### config.mk
export PLATFORM = sky130hd
export DESIGN_NAME = instr_encoder_loader_flat
export DESIGN_NICKNAME = d
export VERILOG_FILES = /design/src/rtl/instr_encoder_loader_if.sv /design/src/rtl/instr_encoder_loader.sv /design/src/flat_wrapper.sv
export SDC_FILE = /design/constraint.sdc
export NUM_CORES = 1
export LEC_CHECK = 0
export CAP_MARGIN = 0
export CORE_MARGIN = 10
export CORE_UTILIZATION = 42
export CTS_CLUSTER_SIZE = 20
export DETAILED_ROUTE_END_ITERATION = 6
export GPL_ROUTABILITY_DRIVEN = 0
export HOLD_SLACK_MARGIN = 0.1
export PLACE_DENSITY = 0.77
export SETUP_SLACK_MARGIN = 0.02
export SKIP_LAST_GASP = 1
export SYNTH_ARGS = -nofsm -noshare
export SYNTH_HDL_FRONTEND = slang
export SYNTH_SLANG_ARGS = --single-unit
### constraint.sdc
create_clock -name clk -period 2.29 [get_ports clk]
set_clock_uncertainty 0.1 [all_clocks]
set_input_delay 0.458 -clock clk [delete_from_list [all_inputs] [get_ports clk]]
set_output_delay 0.458 -clock clk [all_outputs]
set_load 0.005 [all_outputs]
### src/rtl/instr_encoder_loader_if.sv
// instr_encoder_loader_if: field handshake plus instruction-memory write bus for instr_encoder_loader
// master drives control, fields and mem_ready; slave (the loader) drives in_ready, write bus and status
interface instr_encoder_loader_if #(
  parameter int ADDR_W = 8,
  parameter int LEN_W  = 8
);
  logic              start;
  logic [ADDR_W-1:0] base_addr;
  logic [LEN_W-1:0]  len;
  logic              in_valid;
  logic              in_ready;
  logic [3:0]        in_op;
  logic [3:0]        in_rd;
  logic [3:0]        in_rs1;
  logic [3:0]        in_rs2;
  logic [15:0]       in_imm;
  logic              mem_we;
  logic [ADDR_W-1:0] mem_addr;
  logic [15:0]       mem_wdata;
  logic              mem_ready;
  logic              busy;
  logic              done;
  logic              err;
  logic [LEN_W-1:0]  err_cnt;
  modport master (
    output start, base_addr, len, in_valid, in_op, in_rd, in_rs1, in_rs2, in_imm, mem_ready,
    input  in_ready, mem_we, mem_addr, mem_wdata, busy, done, err, err_cnt
  );
  modport slave (
    input  start, base_addr, len, in_valid, in_op, in_rd, in_rs1, in_rs2, in_imm, mem_ready,
    output in_ready, mem_we, mem_addr, mem_wdata, busy, done, err, err_cnt
  );
endinterface

### src/rtl/instr_encoder_loader.sv
// instr_encoder_loader: packs decoded fields into 16-bit ISA words and writes len of them from base_addr
// ports: clk, rst_n (async active-low), bus (instr_encoder_loader_if.slave: start/base_addr/len control,
//   in_valid/in_ready field handshake with in_op/in_rd/in_rs1/in_rs2/in_imm, mem_we/mem_addr/mem_wdata/mem_ready
//   write bus, busy/done/err/err_cnt status)
// macro IMM_SAT_EN: out-of-range immediates saturate to the field limit instead of encoding as zero
module instr_encoder_loader #(
  parameter int ADDR_W = 8,
  parameter int LEN_W  = 8
) (
  input logic               clk,
  input logic               rst_n,
  instr_encoder_loader_if.slave bus
);
  typedef enum logic [1:0] {IDLE, ACCEPT, WRITE, DONE} state_t;
  state_t            state, state_nx;
  logic [ADDR_W-1:0] addr, mem_addr_r;
  logic [LEN_W-1:0]  rem, err_cnt_r;
  logic [15:0]       word, mem_wdata_r;
  logic [7:0]        f8;
  logic [3:0]        f4;
  logic              err_r, is_j, is_r, is_b, ok8, ok4, illegal, go, hs, wr_ok;
  always_comb begin
    is_j = bus.in_op == 4'b0000;
    is_r = bus.in_op[3:2] == 2'b10;
    is_b = !bus.in_op[3] && bus.in_op[1];
    ok8  = &bus.in_imm[15:7] || ~|bus.in_imm[15:7];
    ok4  = &bus.in_imm[15:3] || ~|bus.in_imm[15:3];
`ifdef IMM_SAT_EN
    f8   = ok8 ? bus.in_imm[7:0] : (bus.in_imm[15] ? 8'h80 : 8'h7f);
    f4   = ok4 ? bus.in_imm[3:0] : (bus.in_imm[15] ? 4'h8 : 4'h7);
`else
    f8   = ok8 ? bus.in_imm[7:0] : 8'h00;
    f4   = ok4 ? bus.in_imm[3:0] : 4'h0;
`endif
    word = is_j ? {f8, bus.in_rd, bus.in_op} :
           is_r ? {bus.in_rs2, bus.in_rs1, bus.in_rd, bus.in_op} :
           is_b ? {bus.in_rs2, bus.in_rs1, f4, bus.in_op} :
                  {f4, bus.in_rs1, bus.in_rd, bus.in_op};
    illegal = is_j ? !ok8 : (!is_r && !ok4);
  end
  always_comb begin
    go    = bus.start && (state == IDLE || state == DONE);
    hs    = state == ACCEPT && bus.in_valid;
    wr_ok = state == WRITE && bus.mem_ready;
  end
  always_comb begin
    state_nx = state;
    case (state)
      IDLE, DONE: if (bus.start) state_nx = bus.len == '0 ? DONE : ACCEPT;
      ACCEPT:     if (bus.in_valid) state_nx = WRITE;
      WRITE:      if (bus.mem_ready) state_nx = rem == LEN_W'(1) ? DONE : ACCEPT;
      default:    state_nx = IDLE;
    endcase
  end
  always_ff @(posedge clk or negedge rst_n)
    if (!rst_n) state <= IDLE;
    else state <= state_nx;
  always_ff @(posedge clk or negedge rst_n)
    if (!rst_n) begin
      addr        <= '0;
      rem         <= '0;
      mem_addr_r  <= '0;
      mem_wdata_r <= '0;
      err_r       <= 1'b0;
      err_cnt_r   <= '0;
    end else if (go) begin
      addr      <= bus.base_addr;
      rem       <= bus.len;
      err_r     <= 1'b0;
      err_cnt_r <= '0;
    end else if (hs) begin
      mem_addr_r  <= addr;
      mem_wdata_r <= word;
      if (illegal) begin
        err_r     <= 1'b1;
        err_cnt_r <= err_cnt_r + LEN_W'(err_cnt_r != '1);
      end
    end else if (wr_ok) begin
      addr <= addr + 1'b1;
      rem  <= rem - 1'b1;
    end
  assign bus.in_ready  = state == ACCEPT;
  assign bus.mem_we    = state == WRITE;
  assign bus.busy      = state == ACCEPT || state == WRITE;
  assign bus.done      = state == DONE;
  assign bus.mem_addr  = mem_addr_r;
  assign bus.mem_wdata = mem_wdata_r;
  assign bus.err       = err_r;
  assign bus.err_cnt   = err_cnt_r;
endmodule

### src/flat_wrapper.sv
// flat-port wrapper written by rule: the top's interface ports become plain ports
module instr_encoder_loader_flat 
#(
  parameter int ADDR_W = 8,
  parameter int LEN_W  = 8
)
  (clk, rst_n, bus_start, bus_base_addr, bus_len, bus_in_valid, bus_in_op, bus_in_rd, bus_in_rs1, bus_in_rs2, bus_in_imm, bus_mem_ready, bus_in_ready, bus_mem_we, bus_mem_addr, bus_mem_wdata, bus_busy, bus_done, bus_err, bus_err_cnt);
  instr_encoder_loader_if #(.ADDR_W(ADDR_W), .LEN_W(LEN_W)) bus_i ();
  input logic clk;
  input logic rst_n;
  input wire logic [$bits(bus_i.start)-1:0] bus_start;
  input wire logic [$bits(bus_i.base_addr)-1:0] bus_base_addr;
  input wire logic [$bits(bus_i.len)-1:0] bus_len;
  input wire logic [$bits(bus_i.in_valid)-1:0] bus_in_valid;
  input wire logic [$bits(bus_i.in_op)-1:0] bus_in_op;
  input wire logic [$bits(bus_i.in_rd)-1:0] bus_in_rd;
  input wire logic [$bits(bus_i.in_rs1)-1:0] bus_in_rs1;
  input wire logic [$bits(bus_i.in_rs2)-1:0] bus_in_rs2;
  input wire logic [$bits(bus_i.in_imm)-1:0] bus_in_imm;
  input wire logic [$bits(bus_i.mem_ready)-1:0] bus_mem_ready;
  output wire logic [$bits(bus_i.in_ready)-1:0] bus_in_ready;
  output wire logic [$bits(bus_i.mem_we)-1:0] bus_mem_we;
  output wire logic [$bits(bus_i.mem_addr)-1:0] bus_mem_addr;
  output wire logic [$bits(bus_i.mem_wdata)-1:0] bus_mem_wdata;
  output wire logic [$bits(bus_i.busy)-1:0] bus_busy;
  output wire logic [$bits(bus_i.done)-1:0] bus_done;
  output wire logic [$bits(bus_i.err)-1:0] bus_err;
  output wire logic [$bits(bus_i.err_cnt)-1:0] bus_err_cnt;
  assign bus_i.start = bus_start;
  assign bus_i.base_addr = bus_base_addr;
  assign bus_i.len = bus_len;
  assign bus_i.in_valid = bus_in_valid;
  assign bus_i.in_op = bus_in_op;
  assign bus_i.in_rd = bus_in_rd;
  assign bus_i.in_rs1 = bus_in_rs1;
  assign bus_i.in_rs2 = bus_in_rs2;
  assign bus_i.in_imm = bus_in_imm;
  assign bus_i.mem_ready = bus_mem_ready;
  assign bus_in_ready = bus_i.in_ready;
  assign bus_mem_we = bus_i.mem_we;
  assign bus_mem_addr = bus_i.mem_addr;
  assign bus_mem_wdata = bus_i.mem_wdata;
  assign bus_busy = bus_i.busy;
  assign bus_done = bus_i.done;
  assign bus_err = bus_i.err;
  assign bus_err_cnt = bus_i.err_cnt;
  instr_encoder_loader #(.ADDR_W(ADDR_W), .LEN_W(LEN_W)) u_core (.clk(clk), .rst_n(rst_n), .bus(bus_i));
endmodule
==> summary.md, run 1 <==
| Metric | Value |
|---|---|
| Status | `complete, no violations` |
| CP delay by family, top | `buffers and inverters` |
| Slew Viols, Final | `0` |
| Min cycle time layout | `2.259 ns` |
| RSZ-0062 raised after global routing | `yes` |
| Setup TNS | `0 ns` |
| Reg area | `0.001276 mm2` |
| Async SR Flop Fraction | `1.000` |
| First-pass GRT wire length | `13.14 mm` |
| Pwr per Cell Area | `964.0 mW/mm2` |
| Starting Density | `0.4376` |
| # nets final | `500` |
| Congestion Overflow GR | `0` |
| N_diodes | `0` |
| Dpl hpwl | `6.474 mm` |
| Vias in the first global route | `2,730` |
| ANT nets after route | `0` |
| Worst setup margin | `0.03118 ns` |
| Pre-CTS WS | `-0.3889 ns` |
| Synth Area per Inst | `9.065 um2` |
| Worst-skew pair later-pin latency | `0.31 ns` |
| Initial antenna violation count | `0` |
| CTS clk-pin slew, worst paths | `0.10 ns` |
| Cells after synthesis | `310` |
| # DRC | `0` |
| Worst setup SP type | `flip-flop` |
| Root buf cell | `clkbuf_8` |
| Routed WL per cell | `15.85 um` |
| Hold WC Path Type | `flip-flop to flip-flop` |
| FF-to-FF End | `u_core.bus.err_cnt[5]` |
| Fmax | `0.4427 GHz` |
| Die Y-Extent | `101.8 um` |
| DR iter-0 viols | `98` |
| Sequential fraction of the synthesis area | `0.4541` |
| Total CTS buffers | `5` |
| Die area | `0.01036 mm2` |
| Slowest-stage cell, CP | `clkdlybuf4s50_1` |
| CP arrival | `1.70 ns` |
| Commonest non-fill, non-tap cells in the layout | `clkdlybuf4s50_1 (87), nand2_1 (70), dfrtp_1 (51)` |
| R2r startpoint | `u_core.bus.err_cnt[4]` |
| DRT Pass-1 Iters | `4` |
| Main synth FF type | `dfrtp_1` |
| Worst rel slew slack | `0.6065` |
| Distinct cells, synth | `40` |
| Kind of critical path | `flip-flop to output pin` |
| Total Wirelength | `8.178 mm` |
| Worst slew pin tran | `0.5903 ns` |
| CP cell instances | `ha_1 -> inv_1 -> clkdlybuf4s50_1` |
| Hold Startpoint | `u_core.bus.mem_addr[7]` |
| R2R cell count | `8` |
| Hold-critical path depth | `2` |
| Post-synth EDFFs | `0` |
| FILL cells | `506` |
| VDD IR max | `0.7907 mV` |
| Rows | `29` |
| Yosys warnings | `0` |
| Hold EP | `u_core.bus.mem_addr[7]` |
| Layout cells sized above 1 | `0.1891` |
| H-tree depth | `2` |
| Final setup fails | `0` |
| CTS tree | `yes` |
| Reg-to-reg slack, setup | `0.05 ns` |
| GRT Total Usage | `0.1549` |
| Die X | `101.8 um` |
| Pin count of the biggest net entering global routing | `29` |
| Hold Violations, Final | `0` |
| WP buf/inv | `2` |
| Layout area overhead | `52.14%` |
| IO Count | `90` |
| WP data required | `1.73 ns` |
| CP Max Fanout | `5` |
| Core Region | `0.006422 mm2` |
| Final cycle utilization of the critical path | `0.9864` |
| Sink Count | `51` |
| Post-synthesis cell area | `0.002810 mm2` |
| Post-DR vias/cell | `5.262` |
| CP endpoint kind | `output pin` |
| Max-cap violations | `0` |
| WHS | `0.3821 ns` |
| Flops & latches, synth | `51` |
| Multi-input gate area | `0.001501 mm2` |
| Commonest non-fill, non-tap cell in the layout | `clkdlybuf4s50_1` |
| Port bufs | `89` |
| Vias | `2,715` |
| Clock Path Buffers | `2` |
| Leakage | `1.845 nW` |
| Syn_nets | `372` |
| Crit-path max cell delay | `0.51 ns` |
-- state kept, by name, summed over array words and instances (netlist names) --
register and flops:
u_core.bus.mem_wdata 16, u_core.bus.mem_addr 8, u_core.addr 8, u_core.state 2
u_core.bus.err_cnt 8, u_core.bus.err 1, u_core.rem 8
-- tightest hold or removal path, cell delays in order (launching register included) --
cell,delay [ns]
dfrtp_1,0.35
nand2_1,0.05
nand2_1,0.06
-- timing repair --
item	in CTS	in global routing
hold endpoints to repair	24	0
gates resized for setup	3	16
setup endpoints to repair	14	19
pin swaps	1	4
buffers inserted	1	3
hold buffers	1	0
-- cells in the mapped netlist, drive strengths merged (2+ instances only) --
library cell,count,area share
o31ai,4,0.011
dfrtp,51,0.45
a21oi,10,0.022
nand4,14,0.031
xnor2,4,0.012
xor2,10,0.031
inv,10,0.013
nand2b,2,0.0045
ha,9,0.040
or4,5,0.016
or2,2,0.0045
clkbuf,10,0.013
and4,3,0.0094
mux2,3,0.012
nand2,71,0.096
nor2b,7,0.016
nor4,10,0.022
a221oi,8,0.032
o21ai,23,0.041
a31oi,3,0.0067
nand3,8,0.016
mux2i,5,0.018
nor2,21,0.028
nor3,3,0.0053
and3,2,0.0045
buf,4,0.014
-- worst max-delay path by stage --
stage	cells after the start	from	endpoint	slack, ns
finish	3	u_core.state[1]	bus_busy	0.03
CTS	6	bus_in_op[1]	u_core.bus.err_cnt[7]	0.01
global placement	6	bus_in_op[1]	u_core.bus.err_cnt[2]	-0.34
detailed placement	6	bus_in_op[1]	u_core.bus.err_cnt[3]	-0.39
floorplan	8	u_core.bus.err_cnt[2]	u_core.bus.err_cnt[5]	0.07
global route	4	u_core.state[0]	bus_busy	-0.04
-- per-stage QoR --
stage | total power [mW] | utilization | std cells | instance area (um2)
2_1_floorplan | 2.474 | - | 310 | 2816
3_3_place_gp | 3.469 | 0.6318 | 503 | 4058
3_5_place_dp | 3.544 | 0.6318 | 503 | 4058
4_1_cts | 4.126 | 0.6517 | 513 | 4185
5_1_grt | 4.436 | 0.6657 | 516 | 4275
6_report | 4.121 | 0.6657 | 516 | 4275
-- kinds of logic after synthesis --
| group | share of synthesized area |
|---|---|
| adder cells (fa/ha/maj) | 0.04007 |
| flip-flops | 0.4541 |
| AO/OA/AOI/OAI | 0.1247 |
| multiplexers | 0.02983 |
| AND/OR/NAND/NOR | 0.2671 |
| XOR/XNOR | 0.04363 |
| buffers and inverters | 0.04052 |
-- routing by layer --
metal | wire length [um] | GRT usage | share of wire | vias up
met1 | 3619 | 0.1956 | 0.44 | 1275
met3 | 564 | 0.04016 | 0.069 | 7
li1 | - | - | - | 1352
met5 | 0 | 0 | 0 | -
met4 | 61 | 0.03630 | 0.0075 | 0
met2 | 3932 | 0.2584 | 0.48 | 81
-- report_power, final --
| group | switching [mW] | total [mW] | leakage (nW) | internal (mW) |
|---|---|---|---|---|
| combinational | 0.915 | 2.01 | 1.16 | 1.09 |
| clock | 0.329 | 0.557 | 0.0495 | 0.228 |
| sequential | 0.278 | 1.56 | 0.638 | 1.28 |
-- layout make-up --
type / instances / area share
clock inverters: 3 / 0.006146
repair buffers: 135 / 0.2968
inverters: 10 / 0.008780
clock buffers: 5 / 0.01610
well taps: 77 / 0.02253
multi-input cells: 235 / 0.3512
flip-flops and latches: 51 / 0.2985
Note: power is estimated with default switching activity, not from simulation.
==> inputs of run 2 (changes only) <==
--- a/config.mk
+++ b/config.mk
@@ -7,12 +7,12 @@
 export LEC_CHECK = 0
 export CAP_MARGIN = 0
 export CORE_MARGIN = 10
-export CORE_UTILIZATION = 42
+export CORE_UTILIZATION = 50
 export CTS_CLUSTER_SIZE = 20
 export DETAILED_ROUTE_END_ITERATION = 6
 export GPL_ROUTABILITY_DRIVEN = 0
 export HOLD_SLACK_MARGIN = 0.1
-export PLACE_DENSITY = 0.77
+export PLACE_DENSITY = 0.86
 export SETUP_SLACK_MARGIN = 0.02
 export SKIP_LAST_GASP = 1
 export SYNTH_ARGS = -nofsm -noshare
==> constraint.sdc (replaced) <==
create_clock -name clk -period 2.77 [get_ports clk]
set_clock_uncertainty 0.1 [all_clocks]
set_input_delay 0.554 -clock clk [delete_from_list [all_inputs] [get_ports clk]]
set_output_delay 0.554 -clock clk [all_outputs]
set_load 0.005 [all_outputs]
==> run 2 against run 1 <==
Against the previous run: global-route usage rose by 1.7 points; first-iteration DRC count increased by 40%; total power fell by 21%; cell area is 8.6% lower; worst hold slack lost 0.14 ns; utilization increased by 4.8 points; flip-flop and latch count unchanged; critical path depth up 5; routed wire length is 6.3% lower; count of clock-buffer cells in the layout unchanged; via count is 4.3% lower; critical endpoint is now u_core.bus.err_cnt[5]; highest routed layer unchanged.
==> summary.md, run 2 (synthesis gave the netlist of run 1 again) <==
| Metric | Value |
|---|---|
| Status | `complete, no violations` |
| Reg-to-reg slack, setup | `0.21 ns` |
| CP arrival | `2.70 ns` |
| Max-cap violations | `0` |
| Sink Count | `51` |
| Congestion Overflow GR | `0` |
| GR met1 Demand/Resource | `0.2224` |
| # nets final | `467` |
| Vias in the first global route | `2,526` |
| Crit-path max cell delay | `0.61 ns` |
| Combinational Power Share | `0.462` |
| FILL cells | `435` |
| Worst setup SP type | `flip-flop` |
| H-tree depth | `2` |
| Layout area overhead | `39.05%` |
| Worst rel slew slack | `0.5753` |
| CTS tree | `yes` |
| Slew Viols, Final | `0` |
| Dpl hpwl | `6.055 mm` |
| IO Count | `90` |
| Routed WL per cell | `16.04 um` |
| Worst slew pin tran | `0.6371 ns` |
| Final cycle utilization of the critical path | `0.9238` |
| DR iter-0 viols | `137` |
| P_sw | `1.206 mW` |
| Internal cell power | `2.046 mW` |
| Leakage | `1.648 nW` |
| Kind of critical path | `flip-flop to flip-flop` |
| Sw Ratio | `0.3710` |
| Pwr per Cell Area | `832.3 mW/mm2` |
| Port bufs | `89` |
| First-pass GRT wire length | `12.56 mm` |
| Final setup fails | `0` |
| Pwr Total | `3.252 mW` |
| Min cycle time layout | `2.559 ns` |
| Postcts setup bufs | `0` |
| Die Y-Extent | `94.97 um` |
| Hold WC Path Type | `input port to asynchronous set/reset pin` |
| Post-CTS Hold Buffers | `0` |
| DRT Pass-1 Iters | `4` |
| Total CTS buffers | `5` |
| Die X | `94.97 um` |
| ANT nets after route | `0` |
| CP cell instances | `and4_1 -> and3_1 -> nand3_1 -> ha_1 -> nand2_1 -> or4b_2 -> or3_1 -> a21oi_1` |
| Worst setup margin | `0.2111 ns` |
| Largest register FFs | `16` |
| Clock Path Buffers | `2` |
| Layout cells sized above 1 | `0.09852` |
| Pin count of the biggest net entering global routing | `52` |
| Final non-filler cell total | `478` |
| WP data required | `2.91 ns` |
| Core Region | `0.005473 mm2` |
| Root buf cell | `clkbuf_8` |
| N_diodes | `0` |
| WHS | `0.2442 ns` |
| Gr busiest metal | `met2` |
| Die area | `0.009019 mm2` |
| R2r startpoint | `u_core.bus.err_cnt[1]` |
| GRT Total Usage | `0.1720` |
| R2R cell count | `8` |
| Rows | `27` |
| CTS clk-pin slew, worst paths | `0.10 ns` |
| # DRC | `0` |
| Dpl cells | `470` |
| Post-cts sizing count | `0` |
| CP endpoint kind | `flip-flop` |
| Sequential share of power | `0.397` |
| Slowest-stage cell, CP | `or4b_2` |
| Starting Density | `0.5135` |
| Crit path capture | `u_core.bus.err_cnt[5]` |
| Commonest non-fill, non-tap cells in the layout | `clkdlybuf4s50_1 (88), nand2_1 (70), dfrtp_1 (51)` |
| CP Max Fanout | `7` |
| Fmax | `0.3908 GHz` |
| Met3 Usage GRT | `0.04520` |
| Total Wirelength | `7.665 mm` |
| Pre-CTS WS | `-0.07872 ns` |
| Post-DR vias/cell | `5.437` |
| GR Util met2 | `0.2803` |
| RSZ-0062 raised after global routing | `no` |
| Clock power share | `0.141` |
| Crit. Startpoint | `u_core.bus.err_cnt[1]` |
| FF-to-FF End | `u_core.bus.err_cnt[5]` |
| Worst-skew pair later-pin latency | `0.31 ns` |
| Initial antenna violation count | `0` |
| Commonest non-fill, non-tap cell in the layout | `clkdlybuf4s50_1` |
| VDD IR max | `0.5217 mV` |
| Vias | `2,599` |
| Hold Violations, Final | `0` |
==> run 2: final cells by class <==
type,instances,area [um2],share of cell area
multi-input combinational,235,1423,0.3641
clock buffer,5,68.82,0.01761
clock inverter,3,28.78,0.007365
sequential,51,1276,0.3266
inverter,10,37.54,0.009606
timing repair buffer,102,983.4,0.2517
tap,72,90.09,0.02305
==> run 2: through the flow <==
| step | utilization | instance area, um2 | TNS [ns] |
|---|---|---|---|
| finish | 0.7140 | 3908 | 0 |
| floorplan | - | 2810 | 0 |
| detailed placement | 0.6962 | 3810 | -0.3222 |
| global placement | 0.6962 | 3810 | -0.04564 |
| CTS | 0.7140 | 3908 | 0 |
| global route | 0.7140 | 3908 | 0 |
==> run 2: power by group through the flow <==
stage               sequential (mW)  combinational [mW]  clock, mW
floorplan                      1.29               0.755          0
global placement               1.29                1.48          0
detailed placement             1.31                1.53          0
CTS                            1.29                1.53      0.474
global route                   1.34                1.68      0.493
finish                         1.29                1.50      0.458
==> run 2: worst min-delay path by stage <==
stage | start | endpoint | slack, ns | cells past startpoint
CTS | rst_n | u_core.addr[2] | 0.27 | 2
finish | rst_n | u_core.bus.err_cnt[3] | 0.24 | 2
detailed placement | u_core.bus.mem_addr[7] | u_core.bus.mem_addr[7] | 0.36 | 2
floorplan | rst_n | u_core.addr[0] | 0.16 | 0
global placement | u_core.bus.mem_wdata[2] | u_core.bus.mem_wdata[2] | 0.36 | 2
global route | rst_n | u_core.bus.err_cnt[7] | 0.30 | 2
==> run 2: per-layer routing <==
| layer | part of all wire | vias to the layer above |
|---|---|---|
| met1 | 0.44 | 1216 |
| met4 | 0.0050 | 0 |
| met5 | 0 | - |
| li1 | - | 1290 |
| met3 | 0.078 | 4 |
| met2 | 0.48 | 89 |
==> run 2: critical path: cells and delay by family, from the launching register on <==
kind	cells	cell delay (ns)
flip-flops	1	0.45
AND/OR/NAND/NOR	6	1.58
AO/OA/AOI/OAI	1	0.14
adder cells (fa/ha/maj)	1	0.23
==> inputs of run 3 (changes only) <==
--- a/config.mk
+++ b/config.mk
@@ -7,12 +7,13 @@
 export LEC_CHECK = 0
 export CAP_MARGIN = 0
 export CORE_MARGIN = 10
-export CORE_UTILIZATION = 50
+export CORE_UTILIZATION = 47
 export CTS_CLUSTER_SIZE = 20
 export DETAILED_ROUTE_END_ITERATION = 6
 export GPL_ROUTABILITY_DRIVEN = 0
 export HOLD_SLACK_MARGIN = 0.1
-export PLACE_DENSITY = 0.86
+export MAX_ROUTING_LAYER = met4
+export PLACE_DENSITY = 0.81
 export SETUP_SLACK_MARGIN = 0.02
 export SKIP_LAST_GASP = 1
 export SYNTH_ARGS = -nofsm -noshare
==> constraint.sdc (replaced) <==
create_clock -name clk -period 2.8 [get_ports clk]
set_clock_uncertainty 0.1 [all_clocks]
set_input_delay 0.56 -clock clk [delete_from_list [all_inputs] [get_ports clk]]
set_output_delay 0.56 -clock clk [all_outputs]
set_load 0.005 [all_outputs]
==> run 3 against run 2 <==
Against the previous run: combinational power is essentially flat; largest cell class unchanged; global-route usage shrank 0.46 points; die area increased by 5.0%; utilization is 4.0 points lower; count of clock-buffer cells in the layout unchanged; highest routed layer unchanged; clock power rose by 17%; first-iteration DRC count down 31%; routed wire length grew 2.4%; register-to-register slack lost 0.02 ns; worst hold slack got worse by 0.095 ns.
==> summary.md, run 3 (synthesis gave the netlist of run 1 again) <==
| Metric | Value |
|---|---|
| R2r startpoint | `u_core.bus.err_cnt[1]` |
| DRT Pass-1 Iters | `4` |
| Vias in the first global route | `2,658` |
| Dpl hpwl | `6.292 mm` |
| Postcts setup bufs | `0` |
| CP Max Fanout | `7` |
| CTS clk-pin slew, worst paths | `0.10 ns` |
| Die Y-Extent | `97.33 um` |
| Min cycle time layout | `2.611 ns` |
| Final setup fails | `0` |
| # DRC | `0` |
| WHS | `0.1490 ns` |
| Worst-skew pair later-pin latency | `0.31 ns` |
| Dpl cell area | `0.003829 mm2` |
| Combinational Power Share | `0.452` |
| Internal cell power | `2.125 mW` |
| Total Wirelength | `7.851 mm` |
| Rows | `28` |
| Sequential share of power | `0.387` |
| WP data required | `2.94 ns` |
| RSZ-0062 raised after global routing | `no` |
| DR iter-0 viols | `94` |
| Fmax | `0.3830 GHz` |
| Kind of critical path | `flip-flop to flip-flop` |
| Crit path capture | `u_core.bus.err_cnt[5]` |
| Sink Count | `51` |
| CP arrival | `2.75 ns` |
| Hold WC Path Type | `input port to asynchronous set/reset pin` |
| Layout area overhead | `40.38%` |
| Pin count of the biggest net entering global routing | `27` |
| FF-to-FF End | `u_core.bus.err_cnt[5]` |
| Hold Violations, Final | `0` |
| P_sw | `1.206 mW` |
| Initial antenna violation count | `0` |
| Crit. Startpoint | `u_core.bus.err_cnt[1]` |
| Die X | `97.33 um` |
| Post-layout instance area | `0.003945 mm2` |
| Worst slew pin tran | `0.6066 ns` |
| Vias | `2,629` |
| Starting Density | `0.4803` |
| Congestion Overflow GR | `0` |
| IO Count | `90` |
| Post-cts sizing count | `0` |
| Total CTS buffers | `5` |
| R2R cell count | `8` |
| Final cycle utilization of the critical path | `0.9325` |
| Sw Ratio | `0.3620` |
| Final core utilization | `0.6743` |
| Pwr per Cell Area | `844.1 mW/mm2` |
| ANT nets after route | `0` |
| H-tree depth | `2` |
| Layout cells sized above 1 | `0.1029` |
| Worst rel slew slack | `0.5919` |
| Clock Path Buffers | `2` |
| Setup TNS | `0 ns` |
| FILL cells | `478` |
| Post-DR vias/cell | `5.443` |
| Largest register FFs | `16` |
| CP endpoint kind | `flip-flop` |
| Status | `complete, no violations` |
| Post-CTS Hold Buffers | `0` |
| Commonest non-fill, non-tap cells in the layout | `clkdlybuf4s50_1 (88), nand2_1 (70), dfrtp_1 (51)` |
| # nets final | `469` |
| Reg-to-reg slack, setup | `0.19 ns` |
| VDD IR max | `0.5886 mV` |
| Leakage | `1.665 nW` |
| Port bufs | `89` |
| GRT Total Usage | `0.1674` |
| Slew Viols, Final | `0` |
| Commonest non-fill, non-tap cell in the layout | `clkdlybuf4s50_1` |
| N_diodes | `0` |
| Max-cap violations | `0` |
| First-pass GRT wire length | `13.01 mm` |
| Clock power share | `0.161` |
| Worst setup SP type | `flip-flop` |
| Root buf cell | `clkbuf_8` |
| Die area | `0.009472 mm2` |
| CTS tree | `yes` |
| Routed WL per cell | `16.25 um` |
| Core Region | `0.005851 mm2` |
-- run 3: cell types whose count changed in the layout (fill, tap and decap cells not counted), sizes merged --
cell,change
clkinv,-1
buf,+2
bufinv,+1
-- run 3: final cells by class --
class	instances	area (um2)	share of cell area
Sequential cell	51	1276	0.3235
Tap cell	75	93.84	0.02379
Inverter	10	37.54	0.009515
Multi-Input combinational cell	235	1423	0.3606
Clock inverter	3	47.55	0.01205
Clock buffer	5	68.82	0.01744
Timing Repair Buffer	104	998.5	0.2531
-- run 3: power by group through the flow --
stage                     Combinational [mW]  Sequential [mW]  Clock, mW
after floorplan                        0.747             1.27          0
after global placement                  1.48             1.29          0
after detailed placement                1.52             1.30          0
after CTS                               1.53             1.29      0.545
after global routing                    1.68             1.33      0.572
final                                   1.51             1.29      0.536
-- run 3: how the worst min path moves through the flow --
stage                            from                        to  slack [ns]
2_1_floorplan                   rst_n            u_core.addr[0]        0.16
3_3_place_gp   u_core.bus.mem_addr[1]    u_core.bus.mem_addr[1]        0.36
3_5_place_dp   u_core.bus.mem_addr[0]    u_core.bus.mem_addr[0]        0.36
4_1_cts                         rst_n     u_core.bus.err_cnt[3]        0.16
5_1_grt                         rst_n     u_core.bus.err_cnt[2]        0.18
6_report                        rst_n  u_core.bus.mem_wdata[13]        0.15
-- run 3: per-layer routing --
metal | up-vias | part of all wire | track usage
met5 | - | 0 | -
met4 | 0 | 0.016 | 0.04027
met3 | 10 | 0.042 | 0.03485
met2 | 93 | 0.47 | 0.2685
met1 | 1231 | 0.47 | 0.2116
li1 | 1295 | - | -
-- run 3: through the flow --
step | instances | worst slack [ns] | power (mW)
floorplan | 310 | 0.4241 | 2.022
global placement | 475 | 0.06528 | 2.769
detailed placement | 475 | 0.006983 | 2.821
CTS | 483 | 0.1922 | 3.363
global route | 483 | 0.08268 | 3.581
finish | 483 | 0.1890 | 3.330
-- run 3: critical path: stages (launching register included) --
cell and delay (ns):
dfrtp_1 0.46, and4_1 0.27, and3_1 0.20, nand3_1 0.12, ha_1 0.25, nand2_1 0.07
or4b_2 0.61, or3_1 0.32, a21oi_1 0.14
